[src/rtl/wb_arb_pkg.sv]
// ---------------------------------------------------------------------------
// wb_arb_pkg
// Shared sizes and source index constants for the writeback result arbiter.
//   N_SRC  : number of result sources sharing the register-file write port
//   SEL_W  : width of the result mux select
//   REG_W  : register index width
//   XLEN   : datapath width
// rd_of() extracts the 5-bit destination register of one source from the
// flattened rd bus (source i at [5i+4:5i]).
// ---------------------------------------------------------------------------
package wb_arb_pkg;
  localparam int N_SRC = 8;
  localparam int SEL_W = 3;
  localparam int REG_W = 5;
  localparam int XLEN  = 32;

  localparam logic [SEL_W-1:0] SRC_ALU    = 3'd0;
  localparam logic [SEL_W-1:0] SRC_LOAD   = 3'd1;
  localparam logic [SEL_W-1:0] SRC_PC4    = 3'd2;
  localparam logic [SEL_W-1:0] SRC_UIMM   = 3'd3;
  localparam logic [SEL_W-1:0] SRC_MULDIV = 3'd4;
  localparam logic [SEL_W-1:0] SRC_CSR    = 3'd5;
  localparam logic [SEL_W-1:0] SRC_SPARE6 = 3'd6;
  localparam logic [SEL_W-1:0] SRC_SPARE7 = 3'd7;

  function automatic logic [REG_W-1:0] rd_of(input logic [N_SRC*REG_W-1:0] flat,
                                             input logic [SEL_W-1:0]       idx);
    return flat[idx*REG_W +: REG_W];
  endfunction
endpackage

[src/rtl/wb_result_arbiter_if.sv]
// ---------------------------------------------------------------------------
// wb_result_arbiter_if
// Bundles the source-side handshake, the result mux select and the
// registered writeback slot.
//   master : the sources / pipeline side (drives req, rd_flat, stall,
//            result_in; observes grant, sel and the wb_* slot)
//   slave  : the arbiter itself
// ---------------------------------------------------------------------------
interface wb_result_arbiter_if;
  import wb_arb_pkg::*;

  logic [N_SRC-1:0]       req;
  logic [N_SRC*REG_W-1:0] rd_flat;
  logic                   stall;
  logic [XLEN-1:0]        result_in;
  logic [N_SRC-1:0]       grant;
  logic [SEL_W-1:0]       sel;
  logic                   wb_valid;
  logic [REG_W-1:0]       wb_rd;
  logic                   wb_we;
  logic [XLEN-1:0]        wb_data;

  modport master (
    output req, rd_flat, stall, result_in,
    input  grant, sel, wb_valid, wb_rd, wb_we, wb_data
  );

  modport slave (
    input  req, rd_flat, stall, result_in,
    output grant, sel, wb_valid, wb_rd, wb_we, wb_data
  );
endinterface

[src/rtl/wb_result_arbiter_rr_pick.sv]
// ---------------------------------------------------------------------------
// rr_pick
// Rotating priority encoder. Scans vec starting at ptr+1 and wrapping 7->0;
// the first set bit wins. With ptr=7 it degenerates to a plain
// lowest-index-first encoder.
//   vec   : candidate vector
//   ptr   : last winner; scan starts one above it
//   pick  : one-hot winner (all zero when vec is empty)
//   idx   : binary index of the winner (0 when none)
//   found : vec had at least one bit set
// ---------------------------------------------------------------------------
module rr_pick
  import wb_arb_pkg::*;
(
  input  logic [N_SRC-1:0] vec,
  input  logic [SEL_W-1:0] ptr,
  output logic [N_SRC-1:0] pick,
  output logic [SEL_W-1:0] idx,
  output logic             found
);
  logic [SEL_W-1:0] cand;

  always_comb begin
    pick  = '0;
    idx   = '0;
    found = 1'b0;
    cand  = '0;
    // k+1 wraps to 0 on the last step, so ptr itself is scanned last.
    for (int k = 0; k < N_SRC; k++) begin
      cand = ptr + SEL_W'(k + 1);
      if (!found && vec[cand]) begin
        found      = 1'b1;
        idx        = cand;
        pick[cand] = 1'b1;
      end
    end
  end
endmodule

[src/rtl/wb_result_arbiter.sv]
// ---------------------------------------------------------------------------
// wb_result_arbiter
// Shares the single register-file write port among 8 result sources.
// Each cycle with stall low it grants at most one requester, drives the
// result mux select, and registers {result, rd, we} into the writeback slot.
// Grant order: (optional) starved source, then PRIO_MASK sources lowest index
// first, then round-robin among the rest starting after rr_ptr.
//   clk, rst_n : clock, asynchronous active-low reset
//   bus        : slave side of wb_result_arbiter_if
// Optional feature macro WB_STARVE_GUARD_EN: per-source wait counters; a
// source that has waited MAX_WAIT cycles overrides PRIO_MASK.
// ---------------------------------------------------------------------------
module wb_result_arbiter
  import wb_arb_pkg::*;
#(
  parameter logic [N_SRC-1:0] PRIO_MASK = 8'b0000_0001
`ifdef WB_STARVE_GUARD_EN
  ,
  parameter int               MAX_WAIT  = 15
`endif
) (
  input  logic                clk,
  input  logic                rst_n,
  wb_result_arbiter_if.slave  bus
);
  logic [N_SRC-1:0] prio_pick, rr_pick_vec, grant_c;
  logic [SEL_W-1:0] prio_idx, rr_idx, sel_c;
  logic             prio_found, rr_found;
  logic [SEL_W-1:0] rr_ptr_q, rr_ptr_d;

  logic             wb_valid_q, wb_valid_d;
  logic [REG_W-1:0] wb_rd_q, wb_rd_d;
  logic             wb_we_q, wb_we_d;
  logic [XLEN-1:0]  wb_data_q, wb_data_d;
  logic [REG_W-1:0] rd_sel;

  rr_pick u_prio (
    .vec   (bus.req & PRIO_MASK),
    .ptr   (3'd7),
    .pick  (prio_pick),
    .idx   (prio_idx),
    .found (prio_found)
  );

  rr_pick u_rr (
    .vec   (bus.req & ~PRIO_MASK),
    .ptr   (rr_ptr_q),
    .pick  (rr_pick_vec),
    .idx   (rr_idx),
    .found (rr_found)
  );

`ifdef WB_STARVE_GUARD_EN
  localparam int CNT_W = $clog2(MAX_WAIT + 1);

  logic [N_SRC-1:0] sat_vec, starve_pick;
  logic [SEL_W-1:0] starve_idx;
  logic             starve_found;

  genvar gi;
  generate
    for (gi = 0; gi < N_SRC; gi++) begin : g_wait
      logic [CNT_W-1:0] cnt_q, cnt_d;

      // Waiting is only counted on cycles the port was actually available.
      always_comb begin
        cnt_d = cnt_q;
        if (!bus.req[gi] || grant_c[gi]) begin
          cnt_d = '0;
        end else if (!bus.stall && cnt_q != CNT_W'(MAX_WAIT)) begin
          cnt_d = cnt_q + 1'b1;
        end
      end

      always_ff @(posedge clk or negedge rst_n) begin
        if (!rst_n) cnt_q <= '0;
        else        cnt_q <= cnt_d;
      end

      assign sat_vec[gi] = bus.req[gi] && (cnt_q == CNT_W'(MAX_WAIT));
    end
  endgenerate

  rr_pick u_starve (
    .vec   (sat_vec),
    .ptr   (3'd7),
    .pick  (starve_pick),
    .idx   (starve_idx),
    .found (starve_found)
  );
`endif

  // Arbitration. rst_n gates the grant so an in-flight grant vanishes as soon
  // as reset asserts, without waiting for an edge.
  always_comb begin
    grant_c  = '0;
    sel_c    = '0;
    rr_ptr_d = rr_ptr_q;
    if (rst_n && !bus.stall) begin
`ifdef WB_STARVE_GUARD_EN
      if (starve_found) begin
        grant_c = starve_pick;
        sel_c   = starve_idx;
      end else
`endif
      if (prio_found) begin
        grant_c = prio_pick;
        sel_c   = prio_idx;
      end else if (rr_found) begin
        grant_c  = rr_pick_vec;
        sel_c    = rr_idx;
        rr_ptr_d = rr_idx;
      end
    end
  end

  assign rd_sel = rd_of(bus.rd_flat, sel_c);

  // Writeback slot: frozen under stall; on an idle cycle only valid/we drop.
  always_comb begin
    wb_valid_d = wb_valid_q;
    wb_rd_d    = wb_rd_q;
    wb_we_d    = wb_we_q;
    wb_data_d  = wb_data_q;
    if (!bus.stall) begin
      if (|grant_c) begin
        wb_valid_d = 1'b1;
        wb_rd_d    = rd_sel;
        wb_we_d    = (rd_sel != '0);
        wb_data_d  = bus.result_in;
      end else begin
        wb_valid_d = 1'b0;
        wb_we_d    = 1'b0;
      end
    end
  end

  always_ff @(posedge clk or negedge rst_n) begin
    if (!rst_n) begin
      rr_ptr_q   <= 3'd7;
      wb_valid_q <= 1'b0;
      wb_rd_q    <= '0;
      wb_we_q    <= 1'b0;
      wb_data_q  <= '0;
    end else begin
      rr_ptr_q   <= rr_ptr_d;
      wb_valid_q <= wb_valid_d;
      wb_rd_q    <= wb_rd_d;
      wb_we_q    <= wb_we_d;
      wb_data_q  <= wb_data_d;
    end
  end

  assign bus.grant    = grant_c;
  assign bus.sel      = sel_c;
  assign bus.wb_valid = wb_valid_q;
  assign bus.wb_rd    = wb_rd_q;
  assign bus.wb_we    = wb_we_q;
  assign bus.wb_data  = wb_data_q;
endmodule

[src/flat_wrapper.sv]
// flat-port wrapper written by rule: the top's interface ports become plain ports
module wb_result_arbiter_flat import wb_arb_pkg::*;
#(
  parameter logic [N_SRC-1:0] PRIO_MASK = 8'b0000_0001

)
  (clk, rst_n, bus_req, bus_rd_flat, bus_stall, bus_result_in, bus_grant, bus_sel, bus_wb_valid, bus_wb_rd, bus_wb_we, bus_wb_data);
  wb_result_arbiter_if bus_i ();
  input  logic clk;
  input  logic rst_n;
  input wire logic [$bits(bus_i.req)-1:0] bus_req;
  input wire logic [$bits(bus_i.rd_flat)-1:0] bus_rd_flat;
  input wire logic [$bits(bus_i.stall)-1:0] bus_stall;
  input wire logic [$bits(bus_i.result_in)-1:0] bus_result_in;
  output wire logic [$bits(bus_i.grant)-1:0] bus_grant;
  output wire logic [$bits(bus_i.sel)-1:0] bus_sel;
  output wire logic [$bits(bus_i.wb_valid)-1:0] bus_wb_valid;
  output wire logic [$bits(bus_i.wb_rd)-1:0] bus_wb_rd;
  output wire logic [$bits(bus_i.wb_we)-1:0] bus_wb_we;
  output wire logic [$bits(bus_i.wb_data)-1:0] bus_wb_data;
  assign bus_i.req = bus_req;
  assign bus_i.rd_flat = bus_rd_flat;
  assign bus_i.stall = bus_stall;
  assign bus_i.result_in = bus_result_in;
  assign bus_grant = bus_i.grant;
  assign bus_sel = bus_i.sel;
  assign bus_wb_valid = bus_i.wb_valid;
  assign bus_wb_rd = bus_i.wb_rd;
  assign bus_wb_we = bus_i.wb_we;
  assign bus_wb_data = bus_i.wb_data;
  wb_result_arbiter #(.PRIO_MASK(PRIO_MASK)) u_core (.clk(clk), .rst_n(rst_n), .bus(bus_i));
endmodule
[config.mk]
export PLATFORM = sky130hd
export DESIGN_NAME = wb_result_arbiter_flat
export DESIGN_NICKNAME = d
export VERILOG_FILES = /design/src/rtl/wb_arb_pkg.sv /design/src/rtl/wb_result_arbiter_if.sv /design/src/rtl/wb_result_arbiter_rr_pick.sv /design/src/rtl/wb_result_arbiter.sv /design/src/flat_wrapper.sv
export SDC_FILE = /design/constraint.sdc
export NUM_CORES = 1
export LEC_CHECK = 0
export CORE_UTILIZATION = 30
export CTS_CLUSTER_SIZE = 24
export DETAILED_ROUTE_END_ITERATION = 7
export HOLD_SLACK_MARGIN = 0.03
export MAX_ROUTING_LAYER = met4
export PLACE_DENSITY = 0.65
export SYNTH_ARGS = -nofsm -noshare
export SYNTH_HDL_FRONTEND = slang
export SYNTH_SLANG_ARGS = --single-unit
[constraint.sdc]
create_clock -name clk -period 5.6 [get_ports clk]
set_clock_uncertainty 0.2 [all_clocks]
set_input_delay 1.12 -clock clk [delete_from_list [all_inputs] [get_ports clk]]
set_output_delay 1.12 -clock clk [all_outputs]
set_load 0.02 [all_outputs]
==> results.sh <==
export IMPL_run_status="completed"
export IMPL_ys_ff_latch=42
export IMPL_fin_nets=622
export IMPL_synth_flop_cell="dfrtp_1"
export IMPL_fp_dieH_um=113
export IMPL_grt_overflow_total=0
export IMPL_clock_root_buffer="clkbuf_16"
export IMPL_arrival_ns=4.17
export IMPL_insertion_delay_ns=0.28
export IMPL_synth_common_cells="dfrtp_1 (39), nand2_1 (28), mux2i_1 (26)"
export IMPL_drc=0
export IMPL_power_density_nw_per_um2=630
export IMPL_wirelength_um=11900
export IMPL_syn_inst=360
export IMPL_multi_input_area_um2=2470
export IMPL_syn_nets=449
export IMPL_hold_start="u_core.bus.wb_valid"
export IMPL_synthMuxAreaShare_pct=29.3
export IMPL_port_buffers=132
export IMPL_antenna_cells=0
export IMPL_synth_avg_cell_area_um2=10.2
export IMPL_cts_hold_buf=0
export IMPL_synth_edf_count=0
export IMPL_n_fill_cell=1150
export IMPL_yosysTopAreaCellShare_pct=26.5
export IMPL_path_max_fanout=5
export IMPL_period_minus_slack_ns=5.49
export IMPL_grt_antenna_before_repair=0
export IMPL_grt_pass1_vias=3782
export IMPL_vdd_drop_max_mv=0.239
export IMPL_hold_viol=0
export IMPL_dieArea_um2=12700
export IMPL_gp_congestion=0.918
export IMPL_cp_data_required_time_ns=4.28
export IMPL_cts_path_max_buffers=2
export IMPL_seqCellArea_um2=1050
export IMPL_synth_most_common_cell="dfrtp_1"
export IMPL_cap_violations=0
export IMPL_reg2reg_from="u_core.rr_ptr_q[1]"
export IMPL_netlist_area_um2=3690
export IMPL_rr_endpoint="u_core.bus.wb_data[8]"
export IMPL_vias=3640
export IMPL_cts_max_level=2
export IMPL_cp_start_kind="input pin"
export IMPL_vias_per_cell=5.35
export IMPL_async_flop_share_pct=100
export IMPL_worstHoldPathCells=2
export IMPL_post_cts_buffers=0
export IMPL_worstRegToRegCells=15
export IMPL_slew_violations=0
export IMPL_start_util_pct=30.7
export IMPL_fin_crit_sh_pct=98.0
export IMPL_ioPinCount=133
export IMPL_max_slew_margin_rel_pct=61.0
export IMPL_grt_use_total_pct=19.6
export IMPL_end_kind="output pin"
export IMPL_max_freq_mhz=182
export IMPL_synth_compound_area_share_pct=19.3
export IMPL_ant_nets=0
export IMPL_final_setup_viol_count=0
export IMPL_synth_adder_area_share_pct=2.04
export IMPL_seq_area_frac_synth_pct=28.6
export IMPL_p_leak_uw=0.00244
export IMPL_finalPower_uw=3550
export IMPL_cts_buffers=5
export IMPL_min_path_type="reg2reg"
export IMPL_clock_sinks=42
export IMPL_fin_cells=681
export IMPL_grt_pass1_wl_um=19400
export IMPL_synth_top_family_by_area="multiplexers"
export IMPL_synth_xor_xnor_area_share_pct=1.15
export IMPL_worst_pin_slew_ns=0.569
export IMPL_hold_end="u_core.bus.wb_valid"
export IMPL_synth_largest_area_cell="dfrtp_1"
export IMPL_rrSetupSlack_ns=1.09
export IMPL_crit_type="in2out"
export IMPL_dp_final_hpwl_um=9540
export IMPL_drive_gt1_share_pct=25.3
export IMPL_grt_max_degree=44
export IMPL_fp_dieW_um=113
export IMPL_clkTransAtPathRegs_ns=0.06
export IMPL_dp_cells=673
export IMPL_num_rows=40
export IMPL_area_delta_synth_final_pct=52.7
export IMPL_yosys_warnings=0
export IMPL_ys_types=74
export IMPL_drt_first_pass_iters=4
export IMPL_cts_tree="done"
export IMPL_drt_iter0_drc=203
export IMPL_synth_simple_gate_area_share_pct=14.6
export IMPL_coreArea_um2=12000
export IMPL_synth_area_leaders="dfrtp_1 (26%), mux4_2 (9.8%), mux2i_1 (7.1%), mux2_1 (6.7%), mux2_2 (3.7%)"
export IMPL_wire_per_inst_um=17.5
==> worst max-delay path by stage <==
stage | from | to | slack (ns) | cells past startpoint
2_1_floorplan | u_core.rr_ptr_q[0] | bus_grant[3] | 0.12 | 16
3_3_place_gp | bus_req[3] | bus_grant[5] | -0.22 | 11
3_5_place_dp | bus_req[3] | bus_grant[5] | -0.28 | 11
4_1_cts | bus_req[3] | bus_grant[5] | 0.007 | 11
5_1_grt | bus_req[3] | bus_grant[6] | -0.02 | 10
6_report | bus_req[3] | bus_grant[6] | 0.11 | 10
==> flip-flops by register name, indices dropped and copies added (netlist names) <==
name and flops:
u_core.bus.wb_valid 1, u_core.rr_ptr_q 3, u_core.bus.wb_we 1, u_core.bus.wb_data 32, u_core.bus.wb_rd 5
==> through the flow <==
stage	setup TNS, ns	area, um2	worst slack (ns)	util, %	hold WS, ns
5_1_grt	-0.0283	5630	-0.0184	46.9	0.311
4_1_cts	0	5650	0.00684	47.0	0.282
6_report	0	5630	0.113	46.9	0.281
3_3_place_gp	-1.48	5510	-0.221	45.9	0.265
2_1_floorplan	0	3690	0.115	-	0.382
3_5_place_dp	-2.02	5510	-0.283	45.9	0.265
==> area by class of cell <==
type | instances | share of cell area, %
repair buffers | 189 | 30.6
well taps | 147 | 3.27
inverters | 16 | 1.07
clock buffers | 6 | 2.29
flip-flops and latches | 42 | 18.7
clock inverters | 2 | 0.244
multi-input cells | 279 | 43.8
==> where the power goes <==
group | internal [uW] | switching [uW] | leakage [uW]
combinational | 1270 | 1440 | 0.00188
sequential | 470 | 88.2 | 0.000488
clock | 165 | 114 | 0.0000708
==> repair_timing <==
| action | CTS | global route |
|---|---|---|
| setup endpoints to repair | 10 | 10 |
| pin swaps | 0 | 1 |
| gates resized for setup | 12 | 17 |
==> worst max-delay path, cell delays in order <==
cell	delay, ns
clkdlybuf4s50_1	0.49
mux2_1	0.37
mux4_2	0.49
or4_4	0.58
nor3_4	0.23
nand2_1	0.08
o21ai_2	0.18
buf_4	0.13
o21a_1	0.14
dlygate4sd2_1	0.34
==> routing by layer <==
metal	wire length [um]	GRT usage, %	vias to the layer above
met4	205	4.36	0
met3	703	3.11	16
met5	0	-	-
met1	4920	24.3	1762
li1	-	-	1717
met2	6060	33.7	145
==> kinds of logic (layout without fill, tap and decap cells) <==
logic type      after synthesis  after routing
compound gates               96             96
simple gates                 92             92
mux                          81             81
flops                        42             42
buf+inv                      39            213
fa+ha+maj                     6              6
xor+xnor                      4              4
==> cells in the final DEF, fill, tap and decap left out, types with 3 or more instances in the layout <==
cell             Yosys  layout
nor3_1               6       6
clkbuf_16            0       5
and3_1               4       4
mux4_2              16      16
nor2b_1              3       3
mux2i_1             26      26
o211ai_1            12      12
nor2_1              15      15
and2_1               6       6
nor3_4               1       3
dlygate4sd2_1        0       3
mux2_2              12      12
nand3_1              6       6
ha_1                 6       6
clkdlybuf4s50_1      0     120
clkbuf_2             0       7
buf_4                1      56
inv_1               16      16
a211oi_1             4       3
o21a_1               3       3
a21oi_1             15      15
nand4_1              3       3
mux2_1              22      22
dfstp_2              3       3
mux2_4               5       5
nand2_1             28      28
dfrtp_1             39      39
a221oi_1             3       3
a22oi_1              6       6
o21ai_0             22      21
No activity file was read; power rests on OpenSTA's default activity.
